### src/rtl/mem_access_stage.sv
`default_nettype none
// ============================================================================
// Module      : mem_access_stage
// Description : Memory/writeback boundary stage: ALU pass-through, load/store
//               via req/ack handshake, architectural eq/gt flags register.
// Revision    : 1.0 - initial release
// ============================================================================
module mem_access_stage #(
    parameter int DATA_W  = 32,
    parameter int RD_W    = 4,
    parameter int TIMEOUT = 255
) (
    input  logic              clk,
    input  logic              rst_n,
    input  logic              in_valid,
    output logic              in_ready,
    input  logic [DATA_W-1:0] in_alu_result,
    input  logic [DATA_W-1:0] in_store_data,
    input  logic              in_is_ld,
    input  logic              in_is_st,
    input  logic              in_is_cmp,
    input  logic              in_flags_eq,
    input  logic              in_flags_gt,
    input  logic              in_wb_en,
    input  logic [RD_W-1:0]   in_rd,
    output logic              mem_req,
    output logic              mem_we,
    output logic [DATA_W-1:0] mem_addr,
    output logic [DATA_W-1:0] mem_wdata,
    input  logic              mem_ack,
    input  logic [DATA_W-1:0] mem_rdata,
    output logic              out_valid,
    input  logic              out_ready,
    output logic [DATA_W-1:0] out_result,
    output logic [RD_W-1:0]   out_rd,
    output logic              out_wb_en,
    output logic              out_err,
    output logic              flags_eq,
    output logic              flags_gt
);

    localparam int CNT_W = (TIMEOUT < 2) ? 1 : $clog2(TIMEOUT + 1);
    localparam logic [CNT_W-1:0] TIMEOUT_LAST = CNT_W'(TIMEOUT - 1);

    localparam logic [1:0] S_IDLE     = 2'd0;
    localparam logic [1:0] S_MEM_WAIT = 2'd1;
    localparam logic [1:0] S_OUT_HOLD = 2'd2;

    logic [1:0]       r_state;
    logic [CNT_W-1:0] r_cnt;
    logic             r_pend_ld;
    logic             r_pend_wb_en;
    logic [RD_W-1:0]  r_pend_rd;

    logic w_accept;
    logic w_is_mem;
    logic w_err;

    // Gated by rst_n so every output reads 0 while reset is held.
    assign in_ready = rst_n && (r_state == S_IDLE) && (!out_valid || out_ready);
    assign w_accept = in_valid && in_ready;
    assign w_is_mem = in_is_ld || in_is_st;
    // Alignment only matters when the ALU result is used as an address.
    assign w_err    = (in_is_ld && in_is_st) || (w_is_mem && (in_alu_result[1:0] != 2'b00));

    always_ff @(posedge clk or negedge rst_n) begin
        if (!rst_n) begin
            r_state      <= S_IDLE;
            r_cnt        <= '0;
            r_pend_ld    <= 1'b0;
            r_pend_wb_en <= 1'b0;
            r_pend_rd    <= '0;
            mem_req      <= 1'b0;
            mem_we       <= 1'b0;
            mem_addr     <= '0;
            mem_wdata    <= '0;
            out_valid    <= 1'b0;
            out_result   <= '0;
            out_rd       <= '0;
            out_wb_en    <= 1'b0;
            out_err      <= 1'b0;
            flags_eq     <= 1'b0;
            flags_gt     <= 1'b0;
        end else begin
            if (out_valid && out_ready) begin
                out_valid <= 1'b0;
            end

            case (r_state)
                S_IDLE: begin
                    if (w_accept) begin
                        if (in_is_cmp) begin
                            flags_eq <= in_flags_eq;
                            flags_gt <= in_flags_gt;
                        end
                        if (w_err) begin
                            out_valid  <= 1'b1;
                            out_result <= in_alu_result;
                            out_rd     <= in_rd;
                            out_wb_en  <= 1'b0;
                            out_err    <= 1'b1;
                            r_state    <= out_ready ? S_IDLE : S_OUT_HOLD;
                        end else if (w_is_mem) begin
                            mem_req      <= 1'b1;
                            mem_we       <= in_is_st;
                            mem_addr     <= in_alu_result;
                            mem_wdata    <= in_store_data;
                            r_cnt        <= '0;
                            r_pend_ld    <= in_is_ld;
                            r_pend_wb_en <= in_wb_en;
                            r_pend_rd    <= in_rd;
                            r_state      <= S_MEM_WAIT;
                        end else begin
                            out_valid  <= 1'b1;
                            out_result <= in_alu_result;
                            out_rd     <= in_rd;
                            out_wb_en  <= in_wb_en;
                            out_err    <= 1'b0;
                            r_state    <= out_ready ? S_IDLE : S_OUT_HOLD;
                        end
                    end
                end

                S_MEM_WAIT: begin
                    if (mem_ack) begin
                        mem_req    <= 1'b0;
                        out_valid  <= 1'b1;
                        out_result <= r_pend_ld ? mem_rdata : mem_addr;
                        out_rd     <= r_pend_rd;
                        out_wb_en  <= r_pend_ld && r_pend_wb_en;
                        out_err    <= 1'b0;
                        r_state    <= S_OUT_HOLD;
                    end else if (r_cnt == TIMEOUT_LAST) begin
                        // Abort on the edge where unacknowledged wait cycles reach TIMEOUT.
                        mem_req    <= 1'b0;
                        out_valid  <= 1'b1;
                        out_result <= mem_addr;
                        out_rd     <= r_pend_rd;
                        out_wb_en  <= 1'b0;
                        out_err    <= 1'b1;
                        r_state    <= S_OUT_HOLD;
                    end else begin
                        r_cnt <= r_cnt + CNT_W'(1);
                    end
                end

                S_OUT_HOLD: begin
                    if (out_ready) begin
                        r_state <= S_IDLE;
                    end
                end

                default: begin
                    r_state <= S_IDLE;
                end
            endcase
        end
    end

endmodule
`default_nettype wire

### config.mk
export PLATFORM = sky130hd
export DESIGN_NAME = mem_access_stage
export DESIGN_NICKNAME = d
export VERILOG_FILES = /design/src/rtl/mem_access_stage.sv
export SDC_FILE = /design/constraint.sdc
export NUM_CORES = 1
export LEC_CHECK = 0
export BUFFER_PORTS_ARGS = -buffer_cell sky130_fd_sc_hd__buf_2
export CAP_MARGIN = 5
export CORE_ASPECT_RATIO = 0.8
export CORE_MARGIN = 2
export CORE_UTILIZATION = 45
export CTS_BUF_LIST = sky130_fd_sc_hd__clkbuf_16
export DETAILED_ROUTE_END_ITERATION = 12
export HOLD_SLACK_MARGIN = 0.05
export PLACE_DENSITY = 0.75
export SLEW_MARGIN = 25
export SYNTH_ARGS = -nofsm -noshare
export SYNTH_HDL_FRONTEND = slang
export SYNTH_SLANG_ARGS = --single-unit
### constraint.sdc
create_clock -name clk -period 3.6 [get_ports clk]
set_input_delay 0.18 -clock clk [delete_from_list [all_inputs] [get_ports clk]]
set_output_delay 0.18 -clock clk [all_outputs]
set_load 0.03 [all_outputs]
==> results_dict.tcl <==
set metrics [dict create \
    drtPass1Iterations 4 \
    htreeDepth 4 \
    ys_ff_latch 123 \
    synth_fp_nets 544 \
    insertedDiodeCount 0 \
    crit_arrival_ns 2.73 \
    cts_buffer_depth 2 \
    drv_slew 0 \
    powerDensity_mw_per_mm2 760 \
    synth.avg_cell_area_sq_um 13.0 \
    initialDrtViolationCount 153 \
    vias_per_cell 5.14 \
    cp_max_fo 47 \
    max_freq_mhz 410 \
    synth_warnings 0 \
    synth_cells 431 \
    path_clk_slew_ns 0.06 \
    period_share_pct 67.7 \
    yosysSeqAreaShare_pct 55.0 \
    setup_viol 0 \
    min_period_ns 2.44 \
    r2r_cells 5 \
    hold-worst-slack_ns 0.130 \
    die_h_um 104 \
    row_count 36 \
    grt_pass1_wl_um 24100 \
    antenna_left 0 \
    worstSetupPathType "primary input to flop" \
    cp-end-kind "flop" \
    post_drt_wl_per_cell_um 16.8 \
    nFillCells 866 \
    holdPathEnd "flags_gt" \
    grt_pass1_vias 4984 \
    overflow 0 \
    crit_required_ns 3.89 \
    fin_nets 835 \
    synth.distinct_cells 39 \
    post-dp-hpwl_um 9680 \
    status "finished clean" \
    num_io_pins 219 \
    tns_ns 0 \
    post_cts_buffers 0 \
    maxCapViolCount 0 \
    drc 0 \
    start_util_pct 46.0 \
    syn_area_sq_mm 0.00560 \
    antenna_found_initial 0 \
    routed_wl_um 14900 \
    cts_buffers 17 \
    die_area_sq_mm 0.0134 \
    vdd_drop_max_mv 0.453 \
    cts.sinks 123 \
    min-delay-start "in_is_cmp" \
    grt_util_all_layers_pct 23.0 \
    worst_slew_pin_slew_ns 0.833 \
    skew_ns 0.00933 \
    port_buffers 218 \
    relSlewSlack_pct 44.3 \
    core_area_sq_mm 0.0122 \
    clk-insertion-delay-late_ns 0.41 \
    r2r_end "mem_addr[5]" \
    via_count 4561 \
    grt_max_degree 65 \
    finalWeightedCongestion 0.833 \
    min_path_cells 3 \
    cts-root-buf "clkbuf_16" \
    die_w_um 129 \
    hp-class "primary input to flop" \
    cts_tree "built" \
    worst-r2r-setup-slack_ns 1.18 \
    hold_violations 0 \
    syn_to_final_growth_pct 45.0 \
    rsz0062_at_grt "false" \
    drive_gt1_share_pct 50.3 \
    rr_startpoint "r_state[1]" \
    power.leakage_nw 4.14 \
    crit_path_start_kind "primary input" \
]
==> how the worst max path moves through the flow <==
| stage | start | depth (start not counted) | end | slack (ns) |
|---|---|---|---|---|
| floorplan | r_cnt[0] | 8 | out_rd[0] | 1.81 |
| global placement | r_state[1] | 5 | mem_addr[21] | 1.34 |
| detailed placement | r_state[1] | 5 | mem_addr[5] | 1.21 |
| CTS | rst_n | 6 | mem_addr[5] | 1.16 |
| global route | rst_n | 6 | mem_addr[5] | 1.0 |
| finish | rst_n | 6 | mem_addr[5] | 1.16 |
==> routing by layer <==
layer	vias to the layer above	GRT usage, %	wire [um]
met3	22	8.52	1070
met1	2242	26.6	6190
met5	-	0	0
met4	0	8.77	263
met2	176	38.7	7420
li1	2121	-	-
==> cells in the final DEF, fill, tap and decap left out, types with 3 or more instances in the layout <==
cell type	instances
nand2_1	52
and3_1	3
a21oi_1	7
mux2_2	99
bufinv_16	4
clkinvlp_4	4
nand4_1	3
buf_2	217
buf_4	6
nand3_1	5
nor2_1	3
dlygate4sd3_1	72
a31oi_1	5
o21ai_0	35
nor2b_1	3
clkbuf_16	17
mux2_4	9
mux2i_1	34
dfrtp_1	123
clkinv_4	3
==> Yosys cell counts (all sizes together) <==
cell	number	area (sq um)
a22oi	1	12.5
nand2b	2	12.5
o21bai	2	18.8
mux2	109	1260
o21a	2	15.0
nand3	5	25.0
o21ai	36	184
a21boi	1	7.51
a21oi	7	35.0
a31oi	5	31.3
buf	18	146
nor2b	3	18.8
ha	2	25.0
or3b	1	8.76
nand2	53	199
nor2	4	22.5
xor2	1	8.76
and4	2	17.5
inv	2	7.51
o31ai	1	7.51
dfrtp	123	3080
and3	3	18.8
nand4	3	18.8
o22ai	1	6.26
a21o	1	7.51
mux2i	34	340
clkbuf	6	32.5
a41oi	3	33.8
==> cell families after synthesis <==
| group | after synthesis | synth area share [%] |
|---|---|---|
| compound gates | 60 | 6.41 |
| xor+xnor | 1 | 0.156 |
| fa+ha+maj | 2 | 0.447 |
| buf+inv | 26 | 3.33 |
| flops | 123 | 55.0 |
| mux | 143 | 28.6 |
| simple gates | 76 | 6.10 |
==> critical path, stage by stage <==
cell and delay, ns:
dlygate4sd3_1 0.52, buf_4 0.31, nand4_1 0.25, nor2_4 0.66, buf_12 0.34, mux2_2 0.39
==> flip-flops by register name, indices dropped and copies added, names as in the netlist, 2 cells and up <==
signal	flops
r_pend_rd	4
r_cnt	8
mem_wdata	32
out_rd	4
r_state	2
out_result	32
mem_addr	32
==> through the flow <==
step           util [%]  std cells  total power [mW]  setup WS, ns  instance area (sq um)
6_report           66.8        887              6.18          1.16                   8120
5_1_grt            66.8        887              6.46         0.999                   8120
4_1_cts            66.7        887              6.21          1.16                   8120
3_5_place_dp       55.7        783              4.32          1.21                   6770
2_1_floorplan         -        431              3.60          1.81                   5600
3_3_place_gp       55.6        783              4.25          1.34                   6770
==> timing repair <==
item,CTS,global route
resized for setup,0,0
hold buffers,72,0
hold endpoints to repair,95,0
==> area by class of cell <==
type / count / area, sq um / share of cell area [%]
Clock buffer: 17 / 425 / 5.24
Clock inverter: 15 / 199 / 2.45
Inverter: 2 / 7.51 / 0.0924
Multi-Input combinational cell: 282 / 2350 / 28.9
Sequential cell: 123 / 3080 / 37.9
Tap cell: 152 / 190 / 2.34
Timing Repair Buffer: 296 / 1870 / 23.0
==> where the power goes <==
group / switching (mW) / internal, mW
sequential: 0.287 / 1.84
combinational: 1.40 / 0.845
clock: 0.643 / 1.16
total: 2.33 / 3.84
(Power assumes the default switching activity.)
